===== config.mk =====
export PLATFORM = sky130hd
export DESIGN_NAME = dmem_arbiter
export DESIGN_NICKNAME = d
export VERILOG_FILES = /design/src/rtl/dmem_arbiter_pkg.sv /design/src/rtl/dmem_arbiter_arb.sv /design/src/rtl/dmem_arbiter.sv
export SDC_FILE = /design/constraint.sdc
export NUM_CORES = 1
export LEC_CHECK = 0
export CAP_MARGIN = 20
export CORE_MARGIN = 1
export CORE_UTILIZATION = 26
export DETAILED_ROUTE_END_ITERATION = 8
export DONT_BUFFER_PORTS = 1
export PLACE_DENSITY = 0.5
export SKIP_CTS_REPAIR_TIMING = 1
export SLEW_MARGIN = 10
export SYNTH_ARGS = -nofsm -noshare
export SYNTH_HDL_FRONTEND = slang
export SYNTH_SLANG_ARGS = --single-unit

===== constraint.sdc =====
create_clock -name clk -period 3.65 [get_ports clk]
set_clock_uncertainty 0.05 [all_clocks]
set_input_delay 1.095 -clock clk [delete_from_list [all_inputs] [get_ports clk]]
set_output_delay 1.095 -clock clk [all_outputs]
set_load 0.02 [all_outputs]

===== src/rtl/dmem_arbiter_pkg.sv =====
// Shared definitions for the data-memory arbiter: FSM state encoding and port indices.
package dmem_arb_defs;

    typedef enum logic [1:0] {
        IDLE   = 2'd0,
        ACCESS = 2'd1,
        RESP   = 2'd2
    } state_t;

    localparam logic PORT0 = 1'b0;
    localparam logic PORT1 = 1'b1;

endpackage : dmem_arb_defs


===== src/rtl/dmem_arbiter_arb.sv =====
// Two-port round-robin arbiter with bounded burst lock; purely combinational.
module rr_arb2
    import dmem_arb_defs::*;
#(
    parameter int MAX_BURST = 4,
    parameter int BW        = 2
) (
    input  logic [1:0]    req,
    input  logic          prio,
    input  logic [1:0]    lock,
    input  logic [BW-1:0] burst_cnt,
    output logic          gnt_idx,
    output logic          next_prio,
    output logic [BW-1:0] next_burst
);

    localparam logic [BW-1:0] BURST_LAST = BW'(MAX_BURST - 1);

    logic other_req_s;

    // Winner: a lone requester wins, a tie goes to the port holding priority.
    always_comb begin
        gnt_idx = prio;
        case (req)
            2'b01:   gnt_idx = PORT0;
            2'b10:   gnt_idx = PORT1;
            default: gnt_idx = prio;
        endcase
    end

    // Priority hand-over: a locked winner keeps priority for a bounded burst only while contended.
    always_comb begin
        next_prio   = prio;
        next_burst  = burst_cnt;
        other_req_s = (gnt_idx == PORT0) ? req[1] : req[0];
        if (!other_req_s) begin
            next_prio  = gnt_idx;
            next_burst = {BW{1'b0}};
        end else if (lock[gnt_idx] && (burst_cnt < BURST_LAST)) begin
            next_prio  = gnt_idx;
            next_burst = burst_cnt + BW'(1);
        end else begin
            next_prio  = ~gnt_idx;
            next_burst = {BW{1'b0}};
        end
    end

endmodule : rr_arb2


===== src/rtl/dmem_arbiter.sv =====
// Shares the single-port data memory between the core (port 0) and the debug loader (port 1).
// One access every three cycles: IDLE (arbitrate) -> ACCESS (memory cycle) -> RESP (ack pulse).
module dmem_arbiter
    import dmem_arb_defs::*;
#(
    parameter int n_bits    = 32,
    parameter int DEPTH     = 256,
    parameter int MAX_BURST = 4
) (
    input  logic              clk,
    input  logic              rst_n,
    input  logic              req0,
    input  logic              req1,
    input  logic              we0,
    input  logic              we1,
    input  logic [n_bits-1:0] addr0,
    input  logic [n_bits-1:0] addr1,
    input  logic [n_bits-1:0] wdata0,
    input  logic [n_bits-1:0] wdata1,
    input  logic              lock0,
    input  logic              lock1,
    input  logic [n_bits-1:0] mem_rd,
    output logic              ack0,
    output logic              ack1,
    output logic              err0,
    output logic              err1,
    output logic [n_bits-1:0] rdata,
    output logic [n_bits-1:0] mem_a,
    output logic [n_bits-1:0] mem_wd,
    output logic              mem_we,
    output logic              busy
);

    localparam int BW = (MAX_BURST > 1) ? $clog2(MAX_BURST) : 1;
    localparam logic [n_bits-1:0] DEPTH_W = n_bits'(DEPTH);

    state_t            state_r;
    state_t            state_next_s;
    logic              grant_s;
    logic              sel_r;
    logic              we_r;
    logic              in_range_r;
    logic              prio_r;
    logic [BW-1:0]     burst_cnt_r;
    logic              gnt_idx_s;
    logic              next_prio_s;
    logic [BW-1:0]     next_burst_s;
    logic [n_bits-1:0] win_addr_s;
    logic [n_bits-1:0] win_wdata_s;
    logic              win_we_s;
    logic              win_in_range_s;

    rr_arb2 #(
        .MAX_BURST (MAX_BURST),
        .BW        (BW)
    ) u_arb (
        .req        ({req1, req0}),
        .prio       (prio_r),
        .lock       ({lock1, lock0}),
        .burst_cnt  (burst_cnt_r),
        .gnt_idx    (gnt_idx_s),
        .next_prio  (next_prio_s),
        .next_burst (next_burst_s)
    );

    // Route the winning port's request fields and range-check its address.
    always_comb begin
        if (gnt_idx_s == PORT1) begin
            win_addr_s  = addr1;
            win_wdata_s = wdata1;
            win_we_s    = we1;
        end else begin
            win_addr_s  = addr0;
            win_wdata_s = wdata0;
            win_we_s    = we0;
        end
        win_in_range_s = (win_addr_s < DEPTH_W);
    end

    // Next-state logic; requests are only looked at in IDLE.
    always_comb begin
        state_next_s = state_r;
        grant_s      = 1'b0;
        case (state_r)
            IDLE: begin
                if (req0 || req1) begin
                    state_next_s = ACCESS;
                    grant_s      = 1'b1;
                end else begin
                    state_next_s = IDLE;
                end
            end
            ACCESS:  state_next_s = RESP;
            RESP:    state_next_s = IDLE;
            default: state_next_s = IDLE;
        endcase
    end

    // State, arbitration bookkeeping and all registered memory/requester outputs.
    always_ff @(posedge clk) begin
        if (!rst_n) begin
            state_r     <= IDLE;
            sel_r       <= PORT0;
            we_r        <= 1'b0;
            in_range_r  <= 1'b0;
            prio_r      <= PORT0;
            burst_cnt_r <= {BW{1'b0}};
            mem_a       <= {n_bits{1'b0}};
            mem_wd      <= {n_bits{1'b0}};
            mem_we      <= 1'b0;
            rdata       <= {n_bits{1'b0}};
            ack0        <= 1'b0;
            ack1        <= 1'b0;
            err0        <= 1'b0;
            err1        <= 1'b0;
            busy        <= 1'b0;
        end else begin
            state_r <= state_next_s;
            busy    <= (state_next_s != IDLE);
            mem_we  <= 1'b0;
            ack0    <= 1'b0;
            ack1    <= 1'b0;
            err0    <= 1'b0;
            err1    <= 1'b0;
            if (grant_s) begin
                sel_r       <= gnt_idx_s;
                mem_a       <= win_addr_s;
                mem_wd      <= win_wdata_s;
                we_r        <= win_we_s;
                in_range_r  <= win_in_range_s;
                // Out-of-range writes never reach the memory.
                mem_we      <= win_we_s & win_in_range_s;
                prio_r      <= next_prio_s;
                burst_cnt_r <= next_burst_s;
            end
            if (state_r == ACCESS) begin
                // Only in-range reads return memory data; writes and errors return zero.
                rdata <= (in_range_r && !we_r) ? mem_rd : {n_bits{1'b0}};
                ack0  <= (sel_r == PORT0);
                ack1  <= (sel_r == PORT1);
                err0  <= (sel_r == PORT0) && !in_range_r;
                err1  <= (sel_r == PORT1) && !in_range_r;
            end
        end
    end

endmodule : dmem_arbiter


# After elaboration in Yosys (flattened, before gate mapping)
# Index checks and enable logic that the tools add are counted.
dict set report word_totals {
  elab_cells 52
  in_bits 168
  register_bits 110
}
dict set report classes {
  n_eq_ne 3
  n_bitwise 3
  addsub 1
  n_reduce_logical 11
  magnitude_cmp 3
  mux 16
}
# op n
set ops {}
lappend ops {{32-bit two-way mux} 3}
lappend ops {{32-bit by 9-bit less-than comparator with 1-bit output (second input constant)} 1}
lappend ops {{1-bit two-way mux} 9}
lappend ops {{2-bit by 1-bit == test with 1-bit output (second input constant)} 2}
lappend ops {{1-bit logical AND} 4}
lappend ops {{2-bit two-way mux} 2}
lappend ops {{2-bit case mux with 2 select lines} 1}
lappend ops {{2-bit AND reduction} 2}
lappend ops {{2-bit by 1-bit adder with 2-bit output (second input constant)} 1}
lappend ops {{2-bit == test (second input constant)} 1}
lappend ops {{1-bit logical NOT} 2}
lappend ops {{2-bit logical NOT} 1}
lappend ops {{1-bit by 2-bit less-than comparator with 1-bit output (second input constant)} 1}
lappend ops {{2-bit less-than comparator (second input constant)} 1}
lappend ops {{1-bit inverter} 2}
lappend ops {{1-bit case mux with 2 select lines} 1}
lappend ops {{2-bit nonzero test} 1}
lappend ops {{1-bit bitwise AND} 1}
lappend ops {{1-bit logical OR} 1}

# Longest topological paths before layout
# Gate-level depths: netlist (run 1).
dict set report logic_depth {
  word_depth 7
  ltp_mapped 7
  mapped_depth_nobuf 6
}

# Modules after synthesis
# From an unflattened synthesis (run 1), not the netlist that was laid out.
dict set report unflattened {
  hier_cells 394
  area_unflattened_um2 4601.9
}
# module instances cells_each area_per_inst_um2 seq_area_each_um2
set modules_own_cells {}
lappend modules_own_cells {dmem_arbiter 1 381 4491.8 2202.1}
lappend modules_own_cells {rr_arb2 1 13 110.1 0.0}

# Worst setup path before layout (run 1)
# OpenSTA, ideal clock, no wires.
dict set report synth_path {
  path_type {input -> register}
  startpoint {in req0}
  endpoint {reg mem_wd[10]}
  arrival_ns 2.397
  slack_ns 1.115
  stages 6
  setup_time_ns 0.089
  cell_sequence {inv_1 -> ha_1 -> mux2i_4 -> clkbuf_1 -> nand2_1 -> a311oi_2}
}
dict set report synth_between {
  elab_chain_cells 3
  word_cells_on_any_way 7
  classes_between {2 x eq/ne; 4 x mux; 1 x reduce/logical}
}
# item line
set synth_lines {}
lappend synth_lines {{start, declared} dmem_arbiter.sv:12} ;# input logic req0,
lappend synth_lines {{2-bit == test (tied with other cells)} dmem_arbiter_arb.sv:24} ;# case (req)
lappend synth_lines {{1-bit case mux with 2 select lines / 1-bit two-way mux (equally long branches)} {dmem_arbiter_arb.sv:24, dmem_arbiter.sv:86}}
lappend synth_lines {{32-bit two-way mux / 1-bit two-way mux (equally long branches)} {dmem_arbiter.sv:68, dmem_arbiter.sv:84}}
lappend synth_lines {{end signal, assigned} dmem_arbiter.sv:109} ;# mem_wd <= {n_bits{1'b0}};
lappend synth_lines {{end signal, assigned} dmem_arbiter.sv:128} ;# mem_wd <= win_wdata_s;
lappend synth_lines {{end, declared} dmem_arbiter.sv:29} ;# output logic [n_bits-1:0] mem_wd,
# Several ways; a longest one is shown, not always the timed one.
# A chain may end at the register's enable or synchronous reset.

# Worst setup path after layout (run 1)
dict set report layout_path {
  startpoint {in req0}
  endpoint {reg mem_wd[16]}
}
# The elaborated chain is that of the path after synthesis.

==> impl_summary.md, run 1 <==
Cells and area
The final-layout fill cell count is 1924. The leading cell type in the layout, fill and taps excluded is nand2_1. The area growth from synthesis to layout is 8.37%. The post-route netlist has ~12% of its cells at a drive strength greater than 1. The area occupied by registers is ~0.0022 mm2. The summed area of non-filler cells in the final layout is between 0.005 and 0.006 mm2.

In the final layout, the multi-input gates occupy between 0.002 and 0.0025 mm2. The net count of the finished layout is 687. The number of diodes added for antenna fixing is 0. In the layout the commonest cells are nand2_1, dfxtp_1, nor2_1.

CTS
The clock reaches the later pin of the worst-skew pair after 0.34 ns. Clock-pin slew was measured on the worst setup and hold paths at 0.07 ns. The sink count of the clock tree is 110. The CTS root buffer is clkbuf_16. The clock passes through at most 2 buffers.

The number of clock buffers added by TritonCTS is 9. CTS built an H-tree with a depth of 3. TritonCTS built the clock tree.

Yosys
Counting flops and latches in the post-synthesis netlist gives 110. After synthesis, flip-flops and latches occupy 46.2% of the total area. Synthesis produced 539 cells.

The unique cell type count in the Yosys netlist is 38. During synthesis, Yosys emitted a total of 0 warnings. The most instantiated flip-flop cell in the synthesis netlist is dfxtp_1. A synthesized cell averages a little under 9 um2. Summing every instance area after synthesis gives around 0.0048 mm2. The net count after synthesis is 710. Of all flip-flops after synthesis, the portion carrying an async set or reset was 0%. The number of synthesized flops with an enable pin is 0.

STA
The worst pin sits at a relative slew slack of between 40% and 50%. The final setup violation count is 0. The final critical path takes up between 70% and 80% of the cycle. At the pin with the least slew margin, the transition time is between 0.8 and 0.9 ns. Summed over all failing endpoints, the final setup total negative slack is 0 ns.

The shortest clock period the worst path allows after layout is between 2 and 3 ns. Setup repair after global routing left no endpoint under its margin. The number of pins exceeding their max-slew limit in the final report is 0. Derived from the worst setup path, the maximum achievable clock frequency is roughly 360 MHz. The total count of hold-check failures in the final report was 0.

Power and ir drop
The leakage power summed over all cells is roughly 0.0019 uW. Dividing total power by cell area gives a power density of around 550 mW/mm2. The maximum ir drop on the vdd rail is around 190 uV.

Drt
After detailed routing, the met2 layer carries 6790 um of wire. The remaining antenna violation count after routing is 0. The total wirelength of the detailed-routed design is 13800 um.

The average wire per standard cell is 18.4 um. The number of violations reported at the end of detailed-routing iteration 0 is ~190. The number of optimization iterations in the first detailed-route pass is 4. The total length of routed met3 wires is ~1400 um. The met1 routed wirelength after detailed routing is between 5000 and 6000 um.

The remaining design rule violation count is 0. The highest metal layer with signal wires is met4. After detailed routing, the number of vias per cell comes to 5.24. The final route contains approximately 3900 vias.

Floorplanning
Pin placement for this block handled 270 I/O pins. The initial core utilization is 26.5%. The cell row count is slightly below 50.

The die boundary height is 137 um. The core region area is 0.0180 mm2. The overall die area is 0.0189 mm2. From left edge to right edge, the die measures approximately 140 um.

Setup path
The worst setup path is launched from an input port. The buffer and inverter count on the worst path is 2. The slowest stage of the critical path belongs to the cell mux2i_4.

The kind of critical path is in -> reg. The maximum fanout along the worst path is 24. Walking the worst path, the cells encountered are inv_1 > ha_1 > mux2i_4 > buf_4 > nand2_1 > a311oi_2. The worst endpoint data arrival time is approximately 3.0 ns. The required time reported for the critical path endpoint is 3.86 ns. The worst-case reg-to-reg path depth is 6. The largest single stage delay on the critical path is between 0.7 and 0.8 ns.

STA classifies the critical path endpoint as a flip-flop. The cell family contributing the most delay on the critical path is multiplexers. Counting buffers and inverters, the worst setup path is 6 cells deep.

Global routing
The overflow left after global routing is 0. The via count of the first global-routing pass is 3652. The maximum number of pins on one net before global-route repair is ~70. The first global-routing pass estimated between 15000 and 20000 um of wire.

The total routing usage reported by global routing is roughly 14%. The initial antenna violation count is 0.

Min path
The worst hold path class is reg -> reg. The depth of the worst hold-timing path is 1.

Placement
The number of buffer cells added on primary ports is 0. In this run the cell area measured after placement is approximately 0.005 mm2. The detailed placer's ending HPWL is about 10000 um. The routability congestion estimate is 0.803.

Run status
The flow ran to the end, and the final reports show no timing, DRC or antenna violations.

Run
Across the run, the number of max-cap violations was 0.
[logic make-up after synthesis]
group | synth area share [%]
simple gates | 22.9
flops | 46.2
compound gates | 22.5
buf+inv | 6.64
mux | 1.02
fa+ha+maj | 0.787
[metrics by stage]
step | instances | total power, uW | worst slack [ns] | hold WS, ns | util, %
floorplan | 539 | 1830 | 1.11 | 0.372 | -
global placement | 733 | 1880 | 0.581 | 0.431 | 27.1
detailed placement | 733 | 1900 | 0.477 | 0.445 | 27.1
CTS | 749 | 2880 | 0.852 | 0.458 | 28.7
global route | 750 | 2990 | 0.726 | 0.476 | 28.8
finish | 750 | 2840 | 0.875 | 0.449 | 28.8
[synth_stat cells (2+ instances only)]
master	n	area share, %
a21oi_1	2	0.21
a22oi_1	32	5.0
a311oi_1	35	6.4
a311oi_2	30	9.4
buf_2	13	1.4
buf_4	9	1.4
buf_6	10	2.4
clkbuf_1	12	0.94
dfxtp_1	110	46
ha_1	3	0.79
inv_1	5	0.39
nand2_1	133	10
nand3_1	5	0.52
nand4_1	2	0.26
nor2_1	100	7.9
nor2b_1	4	0.52
nor3_1	2	0.21
nor4_1	12	1.6
[flip-flops by register name, indices dropped and copies added, names as in the netlist, 2 cells and up]
register and count:
mem_a 32, mem_wd 32, rdata 32, burst_cnt_r 2, state_r 2
[metal layers]
layer	vias up	GRT usage [%]
met2	209	23.9
met1	1849	15.3
li1	1854	-
met3	17	4.93
met4	0	5.86
met5	-	0
[final timing paths]
kind                                               from                      end  slack [ns]
worst max-delay path                               req0  mem_wd[16]$_SDFFE_PN0P_        0.87
worst max register to register    state_r[1]$_SDFF_PN0_    rdata[2]$_SDFFE_PN0P_        1.75
worst min-delay path            in_range_r$_SDFFE_PN0P_          err1$_SDFF_PN0_        0.45
worst min register to register  in_range_r$_SDFFE_PN0P_          err1$_SDFF_PN0_        0.45
[worst register-to-register path: stages, from the launching register on]
cell	delay, ns
dfxtp_1	0.35
nand2b_1	0.15
buf_4	0.24
nor3b_4	0.59
buf_6	0.26
a22oi_1	0.09
nor2_1	0.11
[where the power goes]
| group | leakage [uW] | switching, uW | internal (uW) |
|---|---|---|---|
| logic | 0.000827 | 246 | 140 |
| registers | 0.000904 | 183 | 1300 |
| clock network | 0.000140 | 464 | 507 |
[layout make-up]
cell class	instances	area share (%)
clock buffers	11	4.89
inverters	6	0.484
repair buffers	11	2.16
multi-input cells	378	43.5
well taps	229	5.55
flip-flops and latches	110	42.6
clock inverters	5	0.775
No activity file was read; power rests on OpenSTA's default activity.
==> run 2, diff against run 1 <==
- PLACE_DENSITY: 0.5 -> 0.52
- clock period: 3.65 -> 2.5 ns (I/O delays scaled with it)
==> impl_summary.md, run 2 (same netlist as run 1, synthesis figures left out) <==
Setup path
The worst setup path is captured at a flip-flop. The register-to-register setup slack is 0.94 ns. The buffer and inverter count on the worst path is 2. The worst register-to-register path ends at mem_wd[23]$_SDFFE_PN0P_. The cell type of the slowest stage on the worst timing path is mux2_4.

The startpoint identified for the worst register-to-register timing path is state_r[1]$_SDFF_PN0_. The critical path goes through inv_1 > ha_1 > mux2_4 > buf_4 > nand2_1 > a311oi_1. The required time reported for the critical path endpoint is around 2.7 ns. The largest delay contributor family on the critical path is multiplexers. STA classifies the critical path startpoint as an input port. The delay contributed by the slowest stage of the critical path is roughly 0.40 ns. The kind of critical path is in -> reg. Measured in cells, the most critical reg-to-reg path has a length of 5. The worst endpoint data arrival time is ~2.2 ns.

In this run the worst path has a maximum fanout of 20.

Cells and area
The number of antenna diodes in the final layout is 0. The end-of-flow core utilization is about 29%. The leading cell type in the layout, fill and taps excluded is nand2_1. The library cells used most frequently in the layout, excluding fill and tap cells, are nand2_1, dfxtp_1, nor2_1. The combined area of the multi-input logic cells is 0.00225 mm2. Compared with the post-synthesis result, the final layout area differs by 9.89%. The final-layout fill cell count is around 1900. In the final layout, the registers with the most flip-flops are mem_a x32, mem_wd x32, rdata x32. Of the cells placed in the final design, the portion with a size suffix greater than 1 is approximately 13%. In the final design database the tool counted approximately 690 nets. The area occupied by registers is approximately 0.0022 mm2. With fillers left out, the area of the finished cells amounts to between 0.005 and 0.006 mm2.

STA
The share of the cycle needed by the critical path after routing is slightly above 80%. The worst pin sits at a relative slew slack of 62.7%. The total count of hold-check failures in the final report is 0. Static timing analysis puts the maximum clock frequency at just under 500 MHz.

The number of pins exceeding their max-slew limit in the final report is 0. The final total negative setup slack is 0 ns. The final setup violation count is 0. The measured slew at the worst slew-check pin is 0.559 ns. The shortest clock period the worst path allows after layout is approximately 2.0 ns.

Setup repair after global routing left no endpoint under its margin.

Min path
Counting instances, the worst hold path has a depth of 1. The end point of the most critical hold path is err0$_SDFF_PN0_. The worst hold path class is reg -> reg. In this run the most critical hold path is launched from sel_r$_SDFFE_PN0P_.

Floorplanning
Measured along the x axis, the die boundary spans about 140 um. In this run the core area contains 49 standard-cell rows. For this configuration, the core starts out at a cell density of 26.5%. The core region is 0.0180 mm2. The overall die area is between 0.015 and 0.02 mm2. From bottom edge to top edge, the die measures 137 um. The I/O pin total is between 200 and 300.

Drt
The remaining design rule violation count is 0. Dividing the detail-routed wire length by the instance count gives between 15 and 20 um. The routed layout has around 4000 vias. In the routed layout, each cell is associated on average with a via count of 5.20.

The total wirelength of the detailed-routed design is 13800 um. The remaining antenna violation count after routing is 0. The number of optimization iterations in the first detailed-route pass is 4.

After the first detailed-routing iteration, the DRC count stood at 130.

CTS
The clock network latency to the later pin of the worst-skew pair is around 0.35 ns. TritonCTS built the clock tree. The clock drives 110 sinks. The cell sitting at the root of the clock tree is a clkbuf_16.

The clock tree synthesis step divided the H-tree into 3 levels. The clock input transition at the sequential cells of the worst setup and hold paths is about 0.080 ns. The maximum number of buffers from clock root to sink is 2. Counting the buffers created by CTS gives 9.

Power and ir drop
The leakage power summed over all cells is approximately 0.0019 uW. The total power per unit cell area is slightly below 800 mW/mm2. The worst-case IR drop observed on VDD is just over 300 uV.

Placement
Summed over all nets, the half-perimeter wirelength after detailed placement is between 10000 and 15000 um. The post-place instance area is about 0.005 mm2. Routability-driven placement finished with a final weighted congestion of approximately 0.84. Port buffering added 0 buffers.

Global routing
The maximum number of pins on one net before global-route repair is 55. The overflow left after global routing is 0. The total routing usage reported by global routing is roughly 14%. The initial antenna violation count is 1. The first-pass GRT wire length is 19300 um. The via count of the first global-routing pass came to 3676.

Run
The tool flagged a number of max-cap violations equal to 0.

Run status
The flow ran to the end, and the final reports show no timing, DRC or antenna violations.
run 2: changes by cell type in the layout (fill, tap and decap cells not counted):
cell and change:
buf_12 +5, buf_6 -1, clkinvlp_4 -1, inv_8 -1
clkinv_2 -1, clkbuf_1 +2
run 2: metal layers:
metal / part of all wire (%) / vias up / wire [um] / track usage, %
met5: 0.094 / - / 13 / 0
met4: 2.9 / 2 / 402 / 7.33
met3: 12 / 24 / 1640 / 6.36
met2: 48 / 205 / 6660 / 23.6
met1: 37 / 1824 / 5100 / 13.9
li1: - / 1862 / - / -
run 2: how the worst max path moves through the flow:
| stage | startpoint | to | slack [ns] | cells past startpoint |
|---|---|---|---|---|
| CTS | req0 | mem_wd[25]$_SDFFE_PN0P_ | 0.47 | 6 |
| global route | req0 | mem_wd[25]$_SDFFE_PN0P_ | 0.34 | 6 |
| global placement | req0 | in_range_r$_SDFFE_PN0P_ | 0.18 | 7 |
| finish | req0 | mem_wd[25]$_SDFFE_PN0P_ | 0.49 | 6 |
| floorplan | req0 | mem_wd[10]$_SDFFE_PN0P_ | 0.31 | 6 |
| detailed placement | req0 | mem_wd[25]$_SDFFE_PN0P_ | 0.09 | 6 |
run 2: cell type report:
class	count	area share, %
multi-input combinational	378	42.9
sequential	110	42.0
tap	229	5.47
clock buffer	13	4.97
timing repair buffer	15	3.82
inverter	6	0.478
clock inverter	2	0.310
run 2: power breakdown:
| part | switching (uW) | internal, uW |
|---|---|---|
| Sequential | 266 | 1890 |
| Clock | 638 | 731 |
| Combinational | 363 | 231 |
| Total | 1270 | 2850 |
run 2: per-stage QoR:
stage / instances / worst slack (ns) / hold slack, ns / power (uW)
floorplan: 539 / 0.310 / 0.372 / 2660
global placement: 738 / 0.182 / 0.431 / 2770
detailed placement: 738 / 0.0940 / 0.441 / 2800
CTS: 753 / 0.472 / 0.448 / 4210
global route: 753 / 0.342 / 0.476 / 4350
finish: 753 / 0.485 / 0.448 / 4120
==> RTL change 1: new RTL, flow settings as in run 2 <==
Encoding of `state_t`: now one-hot (3 bits for 3 states).
--- a/src/rtl/dmem_arbiter_pkg.sv
+++ b/src/rtl/dmem_arbiter_pkg.sv
@@ -1,10 +1,10 @@
 // Shared definitions for the data-memory arbiter: FSM state encoding and port indices.
 package dmem_arb_defs;
 
-    typedef enum logic [1:0] {
-        IDLE   = 2'd0,
-        ACCESS = 2'd1,
-        RESP   = 2'd2
+    typedef enum logic [2:0] {
+        IDLE   = 3'b001,
+        ACCESS = 3'b010,
+        RESP   = 3'b100
     } state_t;
 
     localparam logic PORT0 = 1'b0;
Behaviour: no difference found for any inputs over 10 cycles, from zero or initial values and one cycle with rst_n low; not proved beyond that.
==> RTL change 1 against run 2 <==
- area after synthesis down 7.5%
- power up 7.5%
- sequential cell count up 1
- setup slack better by 0.053 ns
- via count down 4.9%
- design area down 3.6%
- wire length down 7.5%
- highest routed layer is now met4
==> RTL change 1: results (changes against run 2) <==
synth-seq-area-share_pct: 50.4  # +4.2 points
ir_worst_vdd_mv: 0.321  # +4.0%
synth_area_leaders: "dfxtp_1 (50%), a311oi_1 (13%), nand2_1 (11%)"
yosysUniqueCellTypes: 28  # -26%
antenna_found_initial: 0  # -1
fill_cells: 1717  # -10%
synth_commonest_cells: "nand2_1 (134), dfxtp_1 (111), nor2_1 (70)"
grtUsageMet2_pct: 23.7  # +0.13 points
grt_pass1_vias: 3502  # -4.7%
cts_buffers: 9  # unchanged
gp_congestion: 0.780  # -6.7%
p_leak_nw: 1.93  # +1.1%
clk_latency_ns: 0.36
wl_per_cell_microns: 17.8  # -3.0%
use_met1_pct: 16.0  # +2.1 points
vias_per_cell: 5.19  # -0.27%
swShare_pct: 33.5  # +2.8 points
reg.largest.list: "mem_a x32, mem_wd x32, rdata x32"
dp_hpwl_microns: 9770  # -8.9%
yosysTopAreaCellShare_pct: 50.4  # +4.2 points
synth_nets: 676  # -4.8%
dr.first_iter.drc_count: 160  # +23%
grt_max_degree: 56  # +1.8%
r2r_setup_slack_ns: 0.73  # -0.21 ns
outcome: "finished, final reports clean"
drive_gt1_share_pct: 8.63  # -4.0 points
grtUsageTotal_pct: 14.2  # +0.41 points
grt_first_pass_wirelength_microns: 19200  # -0.79%
use_met3_pct: 5.65  # -0.71 points
nNetsFinal: 664  # -3.9%
worstMarginPinSlew_ns: 0.461  # -0.0983 ns
critPathMaxFanout: 6  # -70%
[RTL change 1: per-layer routing]
metal	routed length (microns)	share of wire, %
met5	0	0
met4	310	2.4
met3	1400	11
met1	4910	38
met2	6160	48
[RTL change 1: power by group through the flow]
| stage | registers (mW) | clock network [mW] | logic (mW) |
|---|---|---|---|
| 4_1_cts | 2.29 | 1.57 | 0.654 |
| 2_1_floorplan | 2.28 | 0 | 0.494 |
| 3_3_place_gp | 2.33 | 0 | 0.630 |
| 6_report | 2.28 | 1.50 | 0.646 |
| 3_5_place_dp | 2.33 | 0 | 0.657 |
| 5_1_grt | 2.31 | 1.64 | 0.731 |
[RTL change 1: final timing paths]
check | start | to | cells past startpoint
max | req0 | burst_cnt_r[0]$_SDFFE_PN0P_ | 6
max reg2reg | state_r[1]$_SDFF_PN0_ | rdata[1]$_SDFFE_PN0P_ | 5
min | sel_r$_SDFFE_PN0P_ | err0$_SDFF_PN0_ | 1
min reg2reg | sel_r$_SDFFE_PN0P_ | err0$_SDFF_PN0_ | 1
[RTL change 1: per-stage QoR]
stage	cell area [sq um]	setup slack [ns]	utilization, %	std cells	hold WS [ns]
after floorplan	4410	0.271	-	505	0.363
after global placement	4730	0.196	28.5	702	0.405
after detailed placement	4730	0.164	28.5	702	0.414
after CTS	5050	0.549	30.5	718	0.427
after global routing	5050	0.429	30.5	718	0.436
final	5050	0.538	30.5	718	0.425
[RTL change 1: cell families (layout without fill, tap and decap cells)]
| family | Yosys count | after routing | synth area share (%) |
|---|---|---|---|
| compound gates | 106 | 106 | 20.7 |
| fa+ha+maj | 3 | 3 | 0.851 |
| buf+inv | 49 | 42 | 5.05 |
| flops | 111 | 111 | 50.4 |
| mux | 4 | 4 | 1.05 |
| simple gates | 232 | 232 | 21.9 |
[RTL change 1: cell type report]
class                           count  share of cell area [%]
Sequential cell                   111                    44.0
Multi-Input combinational cell    345                    39.2
Tap cell                          220                    5.45
Clock buffer                        9                    4.46
Timing Repair Buffer               18                    4.41
Clock inverter                      7                    1.86
Inverter                            8                   0.595
[RTL change 1: worst max-delay path, cell delays in order]
cell and delay [ns]:
inv_1 0.04, ha_1 0.35, mux2_2 0.41, nand3_1 0.13, a211oi_1 0.32, mux2_2 0.20
==> RTL change 2: new RTL, config.mk and constraints of run 2 <==
Without the edit above. Set the parameter `n_bits` to 24 (it was 32).
--- a/src/rtl/dmem_arbiter.sv
+++ b/src/rtl/dmem_arbiter.sv
@@ -3,7 +3,7 @@
 module dmem_arbiter
     import dmem_arb_defs::*;
 #(
-    parameter int n_bits    = 32,
+    parameter int n_bits    = 24,
     parameter int DEPTH     = 256,
     parameter int MAX_BURST = 4
 ) (
Interface: changed (8 resized); port bits go from 270 to 206. The function was not compared with the original's and may differ.
==> RTL change 2 against run 2 <==
- design area shrank 25%
- largest power group unchanged
- largest cell class is now registers
- global-route usage shrank 1.0 points
- utilization up 1.4 points
- critical endpoint is now mem_wd[17]$_SDFFE_PN0P_
- clock power decreased by 15%
- worst hold slack lost 0.021 ns
- register-to-register slack got worse by 0.05 ns
- wire length down 36%
- area after synthesis down 27%
- power is 25% lower
- critical path type unchanged
- sequential cell count is 24 lower
- setup slack lost 0.011 ns
- first-iteration DRC count shrank 38%
- cell count fell by 30%
==> RTL change 2: results (changes against run 2) <==
outcome: "finished, final reports clean"
use_met3_pct: 5.47  # -0.89 points
cp.arrival_ns: 2.20  # -0.02 ns
vias_per_cell: 4.79  # -7.9%
grt_pass1_vias: 2552  # -31%
dpl_worst_slack_ns: 0.117  # +0.0228 ns
yosysUniqueCellTypes: 33  # -13%
grt_max_degree: 29  # -47%
synth-seq-area-share_pct: 49.4  # +3.2 points
drive_gt1_share_pct: 8.73  # -3.9 points
nNetsFinal: 483  # -30%
whs_endpoint: "ack0$_SDFF_PN0_"
crit_slowest_cell: "mux2i_4"
reg2reg_to: "mem_a[13]$_SDFFE_PN0P_"
r2r_setup_slack_ns: 0.89  # -0.05 ns
r2r-start: "state_r[0]$_SDFF_PN0_"
fill_cells: 1351  # -29%
fp.coreArea_sq_um: 12800  # -29%
grtUsageMet2_pct: 21.1  # -2.4 points
p_leak_nw: 1.59  # -16%
grtUsageTotal_pct: 12.8  # -1.0 points
reg.largest.list: "mem_a x24, mem_wd x24, rdata x24"
drt_pass1_iterations: 6  # +2
use_met1_pct: 13.8  # -0.12 points
synth_area_leaders: "dfxtp_1 (49%), mux2i_1 (14%), o21ai_0 (7.2%)"
antenna_found_initial: 0  # -1
[RTL change 2: final cells by class]
cell class                      count  share of cell area (%)
Clock buffer                       10                    5.85
Clock inverter                      4                   0.671
Inverter                            5                   0.479
Multi-Input combinational cell    240                    41.0
Sequential cell                    86                    44.0
Tap cell                          172                    5.50
Timing Repair Buffer               10                    2.56
[RTL change 2: where the power goes]
part           total [mW]  internal (mW)  switching (mW)  leakage, nW
registers            1.63           1.46           0.169        0.704
clock network        1.17          0.659           0.513        0.124
logic               0.294          0.132           0.161        0.766
total                3.10           2.26           0.844         1.59
[RTL change 2: logic make-up (layout without fill, tap and decap cells)]
logic type / after synthesis / after routing / share of synthesized area [%]
adder cells (fa/ha/maj): 3 / 3 / 1.08
multiplexers: 52 / 52 / 15.5
flip-flops: 86 / 86 / 49.4
AND/OR/NAND/NOR: 104 / 104 / 15.2
AO/OA/AOI/OAI: 81 / 81 / 14.0
buffers and inverters: 30 / 29 / 4.88
[RTL change 2: worst max path at each step]
stage                                   end  startpoint  slack (ns)
global route          mem_a[5]$_SDFFE_PN0P_        req0        0.37
global placement    mem_wd[19]$_SDFFE_PN0P_        req0        0.20
finish              mem_wd[17]$_SDFFE_PN0P_        req0        0.47
CTS                   mem_a[4]$_SDFFE_PN0P_        req0        0.49
detailed placement    mem_a[2]$_SDFFE_PN0P_        req0        0.12
floorplan           in_range_r$_SDFFE_PN0P_        req0        0.33
[RTL change 2: routing by layer]
| layer | share of wire [%] | wire length, microns |
|---|---|---|
| met5 | 0 | 0 |
| met4 | 2.7 | 233 |
| met3 | 9.8 | 857 |
| met2 | 48 | 4230 |
| met1 | 39 | 3460 |
[RTL change 2: through the flow]
step	utilization, %	std cells	instance area [sq um]	hold WS [ns]
2_1_floorplan	-	356	3490	0.376
3_3_place_gp	28.5	513	3660	0.407
3_5_place_dp	28.5	513	3660	0.417
4_1_cts	30.5	527	3920	0.432
5_1_grt	30.5	527	3920	0.471
6_report	30.5	527	3920	0.426
